## src/rtl/send_queue_if.sv

```systemverilog
// Payload type and handshake interface shared by the send queue, the decode/issue stage and the postoffice.
package send_queue_pkg;

    typedef struct packed {
        logic [4:0]  register;
        logic [31:0] message;
    } send_queue_data_t;

endpackage

interface send_queue_if
    import send_queue_pkg::*;
#(
    parameter int DEPTH = 4,
    localparam int CNT_W = $clog2(DEPTH + 1)
);

    logic             decode_send_queue_valid;
    logic             send_queue_decode_ready;
    send_queue_data_t decode_send_queue_data;
    logic             send_queue_postoffice_valid;
    logic             postoffice_send_queue_ready;
    send_queue_data_t send_queue_postoffice_data;
    logic [CNT_W-1:0] send_queue_count;
    logic             send_queue_empty;

    // The queue itself is the slave; decode/postoffice (or a bench) take the master side.
    modport slave (
        input  decode_send_queue_valid,
        input  decode_send_queue_data,
        input  postoffice_send_queue_ready,
        output send_queue_decode_ready,
        output send_queue_postoffice_valid,
        output send_queue_postoffice_data,
        output send_queue_count,
        output send_queue_empty
    );

    modport master (
        output decode_send_queue_valid,
        output decode_send_queue_data,
        output postoffice_send_queue_ready,
        input  send_queue_decode_ready,
        input  send_queue_postoffice_valid,
        input  send_queue_postoffice_data,
        input  send_queue_count,
        input  send_queue_empty
    );

endinterface

```

## src/rtl/send_queue.sv

```systemverilog
// In-order circular-buffer FIFO of resolved send requests waiting for the postoffice.
module send_queue
    import send_queue_pkg::*;
#(
    parameter int DEPTH = 4,
    localparam int CNT_W = $clog2(DEPTH + 1)
) (
    input  logic        clk,
    input  logic        rst_n,
    input  logic        flush,
    send_queue_if.slave sq
);

    localparam int PTR_W = $clog2(DEPTH);
    localparam logic [PTR_W-1:0] LAST_PTR = PTR_W'(DEPTH - 1);
    localparam logic [CNT_W-1:0] FULL_CNT = CNT_W'(DEPTH);

    send_queue_data_t mem_q [DEPTH];
    logic [PTR_W-1:0] head_q, head_d;
    logic [PTR_W-1:0] tail_q, tail_d;
    logic [CNT_W-1:0] count_q, count_d;
    logic             full;
    logic             empty;
    logic             push;
    logic             pop;

    assign full  = (count_q == FULL_CNT);
    assign empty = (count_q == '0);

    // Ready comes only from registered occupancy, so a full queue refuses a push even while popping.
    assign push = sq.decode_send_queue_valid & ~full & ~flush;
    assign pop  = ~empty & sq.postoffice_send_queue_ready & ~flush;

    assign sq.send_queue_decode_ready     = ~full;
    assign sq.send_queue_postoffice_valid = ~empty;
    assign sq.send_queue_postoffice_data  = mem_q[head_q];
    assign sq.send_queue_count            = count_q;
    assign sq.send_queue_empty            = empty;

    always_comb begin
        head_d  = head_q;
        tail_d  = tail_q;
        count_d = count_q;
        if (pop) begin
            head_d = (head_q == LAST_PTR) ? '0 : head_q + PTR_W'(1);
        end
        if (push) begin
            tail_d = (tail_q == LAST_PTR) ? '0 : tail_q + PTR_W'(1);
        end
        case ({push, pop})
            2'b10:   count_d = count_q + CNT_W'(1);
            2'b01:   count_d = count_q - CNT_W'(1);
            default: count_d = count_q;
        endcase
        if (flush) begin
            head_d  = '0;
            tail_d  = '0;
            count_d = '0;
        end
    end

    always_ff @(posedge clk or negedge rst_n) begin
        if (!rst_n) begin
            head_q  <= '0;
            tail_q  <= '0;
            count_q <= '0;
        end else begin
            head_q  <= head_d;
            tail_q  <= tail_d;
            count_q <= count_d;
        end
    end

    // Storage is not reset; stale entries are unreachable once the pointers are cleared.
    always_ff @(posedge clk) begin
        if (push) begin
            mem_q[tail_q] <= sq.decode_send_queue_data;
        end
    end

endmodule

```

## src/flat_wrapper.sv

```systemverilog
// flat-port wrapper written by rule: the top's interface ports become plain ports
module send_queue_flat import send_queue_pkg::*;
#(
    parameter int DEPTH = 4,
    localparam int CNT_W = $clog2(DEPTH + 1)
)
  (clk, rst_n, flush, sq_decode_send_queue_valid, sq_decode_send_queue_data, sq_postoffice_send_queue_ready, sq_send_queue_decode_ready, sq_send_queue_postoffice_valid, sq_send_queue_postoffice_data, sq_send_queue_count, sq_send_queue_empty);
  send_queue_if #(.DEPTH(DEPTH)) sq_i ();
  input  logic clk;
  input  logic rst_n;
  input  logic flush;
  input wire logic [$bits(sq_i.decode_send_queue_valid)-1:0] sq_decode_send_queue_valid;
  input wire logic [$bits(sq_i.decode_send_queue_data)-1:0] sq_decode_send_queue_data;
  input wire logic [$bits(sq_i.postoffice_send_queue_ready)-1:0] sq_postoffice_send_queue_ready;
  output wire logic [$bits(sq_i.send_queue_decode_ready)-1:0] sq_send_queue_decode_ready;
  output wire logic [$bits(sq_i.send_queue_postoffice_valid)-1:0] sq_send_queue_postoffice_valid;
  output wire logic [$bits(sq_i.send_queue_postoffice_data)-1:0] sq_send_queue_postoffice_data;
  output wire logic [$bits(sq_i.send_queue_count)-1:0] sq_send_queue_count;
  output wire logic [$bits(sq_i.send_queue_empty)-1:0] sq_send_queue_empty;
  assign sq_i.decode_send_queue_valid = sq_decode_send_queue_valid;
  assign sq_i.decode_send_queue_data = sq_decode_send_queue_data;
  assign sq_i.postoffice_send_queue_ready = sq_postoffice_send_queue_ready;
  assign sq_send_queue_decode_ready = sq_i.send_queue_decode_ready;
  assign sq_send_queue_postoffice_valid = sq_i.send_queue_postoffice_valid;
  assign sq_send_queue_postoffice_data = sq_i.send_queue_postoffice_data;
  assign sq_send_queue_count = sq_i.send_queue_count;
  assign sq_send_queue_empty = sq_i.send_queue_empty;
  send_queue #(.DEPTH(DEPTH)) u_core (.clk(clk), .rst_n(rst_n), .flush(flush), .sq(sq_i));
endmodule
```

## config.mk

```make
export PLATFORM = sky130hd
export DESIGN_NAME = send_queue_flat
export DESIGN_NICKNAME = d
export VERILOG_FILES = /design/src/rtl/send_queue_if.sv /design/src/rtl/send_queue.sv /design/src/flat_wrapper.sv
export SDC_FILE = /design/constraint.sdc
export NUM_CORES = 1
export LEC_CHECK = 0
export ABC_AREA = 0
export ABC_CLOCK_PERIOD_IN_PS = 2990
export BUFFER_PORTS_ARGS = -buffer_cell sky130_fd_sc_hd__buf_2
export CORE_AREA = 2 2 106 108
export CTS_CLUSTER_SIZE = 12
export DETAILED_ROUTE_END_ITERATION = 8
export DIE_AREA = 0 0 108 110
export PLACE_DENSITY = 0.76
export SYNTH_ARGS = -nofsm -noshare
export SYNTH_HDL_FRONTEND = slang
export SYNTH_SLANG_ARGS = --single-unit
```

## constraint.sdc

```tcl
create_clock -name clk -period 2.99 [get_ports clk]
set_input_delay 0.598 -clock clk [delete_from_list [all_inputs] [get_ports clk]]
set_output_delay 0.598 -clock clk [all_outputs]
set_load 0.005 [all_outputs]
```

==> results of run 1 <==
==> Yosys cell counts (2+ instances only) <==
library cell    n
edfxtp_1      148
mux4_2         37
buf_2          10
dfrtp_1         7
a21oi_1         5
and2_1          5
ha_1            5
inv_1           4
nand3_1         4
o21ai_0         4
nand2_1         3
nor2_1          3
a211oi_1        2
a21boi_0        2
buf_6           2
clkbuf_1        2
nand2b_1        2
nor3_1          2
or3_1           2
==> how the worst min path moves through the flow <==
stage | start | endpoint | slack (ns) | cells after the start
2_1_floorplan | rst_n | u_core.head_q[0] | 0.30 | 0
3_3_place_gp | rst_n | u_core.sq.send_queue_count[2] | 0.45 | 1
3_5_place_dp | rst_n | u_core.sq.send_queue_count[2] | 0.45 | 1
4_1_cts | sq_decode_send_queue_data[12] | u_core.mem_q[1][12] | 0.27 | 1
5_1_grt | sq_decode_send_queue_data[30] | u_core.mem_q[2][30] | 0.27 | 1
6_report | sq_decode_send_queue_data[30] | u_core.mem_q[0][30] | 0.30 | 1
==> metrics by stage <==
step	cells	utilization, %	hold WS (ns)	worst slack, ns	power, W
floorplan	264	-	0.302	0.606	0.00278
global placement	482	61.6	0.448	0.645	0.00295
detailed placement	482	61.6	0.447	0.629	0.00297
CTS	515	67.2	0.268	0.0687	0.00502
global route	515	67.2	0.270	0.151	0.00515
finish	515	67.2	0.298	0.279	0.00496
==> flip-flops by register name (all words and copies together) (netlist names) <==
register and count:
u_core.sq.send_queue_count 3, u_core.tail_q 2, u_core.mem_q 148, u_core.head_q 2
==> metal layers <==
metal,global-route usage (%),share of wire [%],vias to the layer above
li1,-,-,1299
met1,23.6,41,1509
met5,0,0.066,-
met3,5.76,4.6,13
met4,7.69,1.1,2
met2,33.8,54,77
==> cells by family after synthesis <==
family / Yosys count / share of synthesized area [%]
flops: 155 / 77.8
mux: 37 / 14.0
simple gates: 25 / 2.45
compound gates: 21 / 2.49
buf+inv: 19 / 1.67
fa+ha+maj: 6 / 1.39
xor+xnor: 1 / 0.148
==> cells in the final DEF (no fill, tap or decap), types with 3 or more instances in the layout <==
| master | count |
|---|---|
| and2_2 | 4 |
| a21oi_1 | 5 |
| ha_1 | 5 |
| clkbuf_16 | 16 |
| clkinv_4 | 4 |
| nand3_1 | 4 |
| inv_1 | 4 |
| clkinvlp_4 | 3 |
| dfrtp_1 | 5 |
| buf_12 | 6 |
| edfxtp_1 | 148 |
| nor2_1 | 3 |
| buf_2 | 84 |
| o21ai_0 | 4 |
| nand2_1 | 3 |
| mux4_2 | 37 |
==> where the power goes <==
group | leakage (nW) | total, W | internal [W] | switching [W]
sequential | 1.43 | 0.00250 | 0.00245 | 0.0000518
clock | 0.279 | 0.00205 | 0.00120 | 0.000844
combinational | 0.751 | 0.000416 | 0.000226 | 0.000191
==> final cells by class <==
type | count | area (µm²) | share of cell area, %
Inverter | 5 | 18.8 | 0.261
Tap cell | 140 | 175 | 2.44
Sequential cell | 155 | 4620 | 64.3
Multi-Input combinational cell | 90 | 1220 | 17.0
Timing Repair Buffer | 93 | 566 | 7.87
Clock inverter | 15 | 168 | 2.33
Clock buffer | 17 | 414 | 5.76
==> critical path, delay by kind of cell, from the launching register on <==
family	cells	cell delay, ns
buffers and inverters	2	0.38
multiplexers	1	0.53
flip-flops	1	0.67
==> timing repair <==
action,CTS,global route
resized for setup,0,1
endpoints found under the setup margin,0,4
hold endpoints to repair,7,0
hold buffers,1,0
==> reports/metrics.cfg, run 1 <==
[run]
maxCapViolCount = 0

[floorplanning]
start_util_pct = 55.5
die_area_um2 = 11900
die_x_um = 108
die_h_um = 110
ios = 85
rows = 38
coreArea_um2 = 10700

[layout]
n_fill_cell = 691
area_delta_synth_final_pct = 21.1
fin_area_um2 = 7190
drive_gt1_share_pct = 45.3
antennaDiodeCount = 0
nNetsFinal = 410

[sta]
skew_ns = 0.00782
slew_headroom_pct = 67.9
setup_tns_ns = 0
finalCriticalPeriod_ns = 2.71
drv_slew = 0
period_share_pct = 90.7
tightest_slew_ns = 0.478
setup_viol = 0
rsz0062_at_grt = no
hold_viol_final = 0
maxClockFrequency_mhz = 369

[setup_path]
worst_path_max_delay_cell = dfrtp_4
startpoint = u_core.head_q[0]
reg2reg_to = u_core.sq.send_queue_count[1]
end_kind = primary output
criticalPathCategory = flip-flop to primary output
required_ns = 2.39
r2r_setup_slack_ns = 0.74
startpoint_type = flip-flop
cp_cell_sequence = buf_12 > mux4_2 > buf_2
r2r-start = u_core.sq.send_queue_count[0]
cp-endpoint = sq_send_queue_postoffice_data[26]
slowest_delay_ns = 0.67
reg2reg_depth = 5
cp_max_fo = 19
cp.arrival_ns = 2.11

[cts]
post_cts_buffers = 0
cts_tree = built
cts_max_level = 4
cts_max_path_buffers = 2
cts_root_buffer = clkbuf_8
cts.sinks = 155
numCtsBuffers = 17
worst_setup_hold_path_clk_slew_ns = 0.07
clock_latency_ns = 0.51

[yosys]
synthTopCellsByArea = edfxtp_1 (75%), mux4_2 (14%), dfrtp_1 (3.0%)
netlist_instances = 264
yosys_warnings = 0
ys_ff_latch = 155
synthDistinctLibCells = 34
synth.avg_cell_area_um2 = 22.5
yosysTopAreaCell = edfxtp_1
async_reset_ff_share_pct = 4.52
synth_edf_count = 148
synth_flop_cell = edfxtp_1
synthesis.area_um2 = 5940
synth_seq_area_share_pct = 77.8
syn_nets = 312
netlist.area_leader.share_pct = 74.9

[power_and_ir_drop]
p_per_area_nw_per_um2 = 691
irDropWorstVdd_uv = 389
leakagePower_nw = 2.46

[placed_design]
hpwlAfterDp_um = 6230
gp_congestion = 0.758
portBuffers = 84
dpl-instance-area_um2 = 6590

[global_routing]
antenna_found_initial = 1
grt_max_degree = 38
grt_use_total_pct = 19.6
grt-ovfl-total = 0
grt_pass1_vias = 3132
grt_pass1_wl_um = 16600

[route]
wl_per_cell_um = 20.5
num_vias = 2900
dr.pass1.iters = 4
postRouteWirelength_um = 10600
viasPerCell = 5.63
drt_iter0_markers = 154
final_antenna_net_count = 0
drc = 0

[status]
status = finished clean

[worst_hold_path]
hp-class = primary input to flip-flop

Power figures use the tool's default switching activity.
==> inputs of run 2 (changes only) <==
--- a/config.mk
+++ b/config.mk
@@ -12,7 +12,8 @@
 export CTS_CLUSTER_SIZE = 12
 export DETAILED_ROUTE_END_ITERATION = 8
 export DIE_AREA = 0 0 108 110
-export PLACE_DENSITY = 0.76
+export PLACE_DENSITY = 0.81
+export REMOVE_ABC_BUFFERS = 1
 export SYNTH_ARGS = -nofsm -noshare
 export SYNTH_HDL_FRONTEND = slang
 export SYNTH_SLANG_ARGS = --single-unit
==> reports/metrics.cfg, run 2 (synthesis results as in run 1) <==
[status]
status = finished clean  ; unchanged

[power_and_ir_drop]
p_per_area_nw_per_um2 = 696  ; was 691 nW/µm²
swShare_pct = 21.1  ; was 21.9%
p_sw_w = 0.00105  ; was 0.00109 W
p_seq_share_pct = 50.0  ; was 50.4%
pwr-share-clk_pct = 41.4  ; was 41.3%
power_w = 0.00499  ; was 0.00496 W
irDropWorstVdd_uv = 370  ; was 389 µV
p_int_w = 0.00394  ; was 0.00388 W
pwr-share-comb_pct = 8.6  ; was 8.4%
leakagePower_nw = 2.46  ; about the same

[cts]
cts.sinks = 155  ; unchanged
worst_setup_hold_path_clk_slew_ns = 0.06  ; was 0.07 ns
cts-resized-gates = 0  ; unchanged
post_cts_buffers = 0  ; unchanged
numCtsBuffers = 17  ; unchanged
cts_max_path_buffers = 2  ; unchanged
clock_latency_ns = 0.52  ; was 0.51 ns
cts_root_buffer = clkbuf_8  ; unchanged
cts_tree = built  ; unchanged
cts_max_level = 4  ; unchanged

[layout]
fin_util_pct = 67.0  ; was 67.2%
nNetsFinal = 409  ; was 410
area_delta_synth_final_pct = 20.8  ; was 21.1%
drive_gt1_share_pct = 44.2  ; was 45.3%
final_cell_mix = edfxtp_1 (148), buf_2 (84), mux4_2 (37)  ; unchanged
final_common_cell = edfxtp_1  ; unchanged
largest_register_ffs = 148  ; unchanged
top_register = u_core.mem_q  ; unchanged
n_fill_cell = 692  ; was 691

[worst_hold_path]
hp-class = primary input to flip-flop  ; unchanged

[sta]
setup_tns_ns = 0  ; unchanged
finalCriticalPeriod_ns = 2.72  ; was 2.71 ns
period_share_pct = 91.1  ; was 90.7%
setup_viol = 0  ; unchanged
hold_viol_final = 0  ; unchanged
rsz0062_at_grt = no  ; unchanged
slew_headroom_pct = 60.1  ; was 67.9%
skew_ns = 0.0181  ; was 0.00782 ns
tightest_slew_ns = 0.598  ; was 0.478 ns
maxClockFrequency_mhz = 367  ; was 369 MHz
drv_slew = 0  ; unchanged

[route]
drt_iter0_markers = 204  ; was 154
dr.pass1.iters = 4  ; unchanged
viasPerCell = 5.75  ; was 5.63
wl_per_cell_um = 22.3  ; was 20.5 µm
postRouteWirelength_um = 11500  ; was 10,600 µm
drc = 0  ; unchanged
num_vias = 2959  ; was 2,900
final_antenna_net_count = 0  ; unchanged

[setup_path]
criticalPathCategory = flip-flop to primary output  ; unchanged
crit_family = flip-flops  ; unchanged
cp_max_fo = 11  ; was 19
worst_path_max_delay_cell = dfrtp_2  ; was dfrtp_4
r2r_setup_slack_ns = 0.72  ; was 0.74 ns
slowest_delay_ns = 0.58  ; was 0.67 ns
path_buf_inv = 2  ; unchanged
startpoint_type = flip-flop  ; unchanged
cp.arrival_ns = 2.12  ; was 2.11 ns
cp_cell_sequence = buf_4 > mux4_2 > buf_2  ; was buf_12 > mux4_2 > buf_2
end_kind = primary output  ; unchanged
required_ns = 2.39  ; about the same

[floorplanning]
rows = 38  ; unchanged
coreArea_um2 = 10700  ; unchanged
ios = 85  ; unchanged
die_x_um = 108  ; unchanged
start_util_pct = 55.5  ; unchanged
die_area_um2 = 11900  ; unchanged
die_h_um = 110  ; unchanged

[placed_design]
hpwlAfterDp_um = 6850  ; was 6230 µm
gp_congestion = 0.760  ; was 0.758
portBuffers = 84  ; unchanged

[global_routing]
antenna_found_initial = 1  ; unchanged
grt_use_total_pct = 21.1  ; was 19.6%
grt_pass1_wl_um = 17500  ; was 16,600 µm
grt_max_degree = 38  ; unchanged
grt-ovfl-total = 0  ; unchanged
grt_pass1_vias = 3118  ; was 3,132

[run]
maxCapViolCount = 0  ; unchanged

## run 2: layout make-up
class                      instances  area, µm²  share of cell area (%)
clock buffer                      19        422                    5.88
tap                              140        175                    2.44
clock inverter                    12        148                    2.06
timing repair buffer              92        558                    7.78
sequential                       155       4620                    64.5
inverter                           5       18.8                   0.262
multi-input combinational         90       1220                    17.0
antenna                            2       5.00                  0.0698
## run 2: through the flow
stage	cells	hold slack [ns]	area (µm²)	setup slack (ns)
2_1_floorplan	250	0.302	5860	0.130
3_3_place_gp	481	0.448	6590	0.769
3_5_place_dp	481	0.455	6590	0.705
4_1_cts	513	0.272	7170	0.219
5_1_grt	513	0.277	7170	0.139
6_report	515	0.293	7170	0.267
## run 2: worst paths after layout
path	start	to	cells after the start
max	u_core.head_q[0]	sq_send_queue_postoffice_data[16]	3
min in group asynchronous	rst_n	u_core.sq.send_queue_count[1]	2
min	sq_decode_send_queue_data[25]	u_core.mem_q[3][25]	1
max in group asynchronous	rst_n	u_core.head_q[1]	2
min reg2reg	u_core.tail_q[0]	u_core.tail_q[0]	2
max reg2reg	u_core.sq.send_queue_count[0]	u_core.sq.send_queue_count[1]	6
## run 2: metal layers
metal / share of wire, % / vias up / track usage, %
met5: 0 / - / 0
met4: 0.94 / 0 / 8.06
met3: 7.0 / 14 / 5.94
met2: 53 / 124 / 35.4
met1: 39 / 1524 / 26.5
li1: - / 1297 / -
## run 2: repair_timing
item / in CTS / in global routing
endpoints found under the setup margin: 0 / 0
hold buffers: 1 / 0
hold endpoints to repair: 7 / 0
## run 2: power groups by stage
stage	Clock, W	Combinational, W	Sequential [W]
after CTS	0.00210	0.000436	0.00250
after global routing	0.00217	0.000468	0.00250
after floorplan	0	0.000207	0.00255
final	0.00206	0.000430	0.00250
after detailed placement	0	0.000430	0.00254
after global placement	0	0.000415	0.00253
==> inputs of run 3 (changes only) <==
--- a/config.mk
+++ b/config.mk
@@ -8,11 +8,12 @@
 export ABC_AREA = 0
 export ABC_CLOCK_PERIOD_IN_PS = 2990
 export BUFFER_PORTS_ARGS = -buffer_cell sky130_fd_sc_hd__buf_2
-export CORE_AREA = 2 2 106 108
+export CORE_AREA = 2 2 104 106
+export CTS_BUF_LIST = sky130_fd_sc_hd__clkbuf_8
 export CTS_CLUSTER_SIZE = 12
 export DETAILED_ROUTE_END_ITERATION = 8
-export DIE_AREA = 0 0 108 110
-export PLACE_DENSITY = 0.81
+export DIE_AREA = 0 0 106 108
+export PLACE_DENSITY = 0.83
 export REMOVE_ABC_BUFFERS = 1
 export SYNTH_ARGS = -nofsm -noshare
 export SYNTH_HDL_FRONTEND = slang
==> reports/metrics.cfg, run 3 (synthesis results as in run 1) <==
[setup_path]
startpoint_type = flip-flop  ; unchanged
required_ns = 2.39  ; about the same
end_kind = primary output  ; unchanged
reg2reg_depth = 5  ; was 6
cp_max_fo = 10  ; was 11
criticalPathCategory = flip-flop to primary output  ; unchanged
cp.arrival_ns = 1.98  ; was 2.12 ns

[sta]
hold_viol_final = 0  ; unchanged
hold_ws_ns = 0.379  ; was 0.293 ns
drv_slew = 0  ; unchanged
maxClockFrequency_mhz = 387  ; was 367 MHz
skew_ns = 0.0114  ; was 0.0181 ns
period_share_pct = 86.4  ; was 91.1%
setup_viol = 0  ; unchanged
setup_tns_ns = 0  ; unchanged
finalCriticalPeriod_ns = 2.58  ; was 2.72 ns
tightest_slew_ns = 0.495  ; was 0.598 ns
rsz0062_at_grt = no  ; unchanged
slew_headroom_pct = 67.0  ; was 60.1%

[floorplanning]
die_x_um = 106  ; was 108 µm
coreArea_um2 = 10200  ; was 10,700 µm²
die_area_um2 = 11400  ; was 11,900 µm²
die_h_um = 108  ; was 110 µm
ios = 85  ; unchanged
rows = 37  ; was 38
start_util_pct = 58.0  ; was 55.5%

[layout]
n_fill_cell = 652  ; was 692
nNetsFinal = 409  ; unchanged
final_common_cell = edfxtp_1  ; unchanged
fin_area_um2 = 7020  ; was 7170 µm²
antennaDiodeCount = 0  ; was 2
area_delta_synth_final_pct = 18.3  ; was 20.8%
largest_register_ffs = 148  ; unchanged
top_register = u_core.mem_q  ; unchanged
drive_gt1_share_pct = 44.4  ; was 44.2%
final_cell_mix = edfxtp_1 (148), buf_2 (84), mux4_2 (37)  ; unchanged

[status]
status = finished clean  ; unchanged

[cts]
cts_max_path_buffers = 2  ; unchanged
cts.sinks = 155  ; unchanged
numCtsBuffers = 17  ; unchanged
cts_max_level = 4  ; unchanged
worst_setup_hold_path_clk_slew_ns = 0.08  ; was 0.06 ns
clock_latency_ns = 0.43  ; was 0.52 ns
cts_root_buffer = clkbuf_8  ; unchanged
cts-resized-gates = 0  ; unchanged
cts_tree = built  ; unchanged

[placed_design]
dpl-instance-area_um2 = 6580  ; was 6590 µm²
gp_congestion = 0.846  ; was 0.760
hpwlAfterDp_um = 6230  ; was 6850 µm
portBuffers = 84  ; unchanged

[route]
viasPerCell = 5.69  ; was 5.75
drc = 0  ; unchanged
num_vias = 2903  ; was 2,959
final_antenna_net_count = 0  ; unchanged
dr.pass1.iters = 4  ; unchanged
postRouteWirelength_um = 10000  ; was 11,500 µm
wl_per_cell_um = 19.6  ; was 22.3 µm
drt_iter0_markers = 162  ; was 204

[global_routing]
grt-ovfl-total = 0  ; unchanged
grt_pass1_wl_um = 15800  ; was 17,500 µm
grt_use_total_pct = 19.2  ; was 21.1%
grt_max_degree = 38  ; unchanged
grt_pass1_vias = 2997  ; was 3,118
antenna_found_initial = 0  ; was 1

[worst_hold_path]
hold_depth = 1  ; unchanged
hp-class = primary input to flip-flop  ; unchanged

[run]
maxCapViolCount = 0  ; unchanged

[power_and_ir_drop]
power_w = 0.00455  ; was 0.00499 W
leakagePower_nw = 2.40  ; was 2.46 nW
p_per_area_nw_per_um2 = 648  ; was 696 nW/µm²
irDropWorstVdd_uv = 280  ; was 370 µV

[run 3: changes by cell type in the layout (fill, tap and decap cells not counted), sizes merged]
cell    before  now
clkbuf      19   17
diode        2    0
inv          7    9
bufinv       3    4
[run 3: routing by layer]
metal / vias to the layer above / global-route usage (%) / share of wire [%]
li1: 1297 / - / -
met3: 20 / 5.67 / 5.8
met5: - / 0 / 0
met1: 1488 / 25.3 / 42
met2: 98 / 31.0 / 50
met4: 0 / 7.52 / 1.8
[run 3: worst max-delay path: stages, from the launching register on]
cell     delay (ns)
dfrtp_2        0.56
buf_4          0.30
mux4_2         0.54
buf_2          0.14
[run 3: final timing paths]
path                                               startpoint                                 to  slack [ns]
worst max-delay path                         u_core.head_q[0]  sq_send_queue_postoffice_data[29]        0.41
min in group asynchronous                               rst_n      u_core.sq.send_queue_count[0]        0.53
max in group asynchronous                               rst_n                   u_core.head_q[0]        2.29
worst min-delay path            sq_decode_send_queue_data[29]                u_core.mem_q[2][29]        0.38
worst min register to register               u_core.tail_q[1]                   u_core.tail_q[1]        0.62
worst max register to register  u_core.sq.send_queue_count[0]      u_core.sq.send_queue_count[1]        0.75
[run 3: what timing repair did]
action                     4_1_cts  5_1_grt
hold endpoints to repair         7        0
hold buffers                     1        0
setup buffers                    0        0
setup endpoints to repair        0        0
[run 3: power breakdown]
part	internal (W)	total, W	leakage [nW]	switching [W]
sequential	0.00244	0.00249	1.43	0.0000426
combinational	0.000224	0.000421	0.745	0.000198
clock	0.000910	0.00164	0.217	0.000728
total	0.00358	0.00455	2.40	0.000968
[run 3: per-stage QoR]
stage	util, %	worst slack, ns	cells
after detailed placement	64.3	0.719	477
after floorplan	-	0.130	250
after global routing	68.6	0.267	510
final	68.6	0.407	510
after CTS	68.6	0.332	510
after global placement	64.3	0.840	477
[run 3: layout make-up]
type                    instances  area [µm²]  share of cell area [%]
multi-input cells              90        1220                    17.4
well taps                     136         170                    2.42
clock buffers                  17         234                    3.33
flip-flops and latches        155        4620                    65.8
repair buffers                 92         558                    7.95
clock inverters                15         196                    2.80
inverters                       5        18.8                   0.267
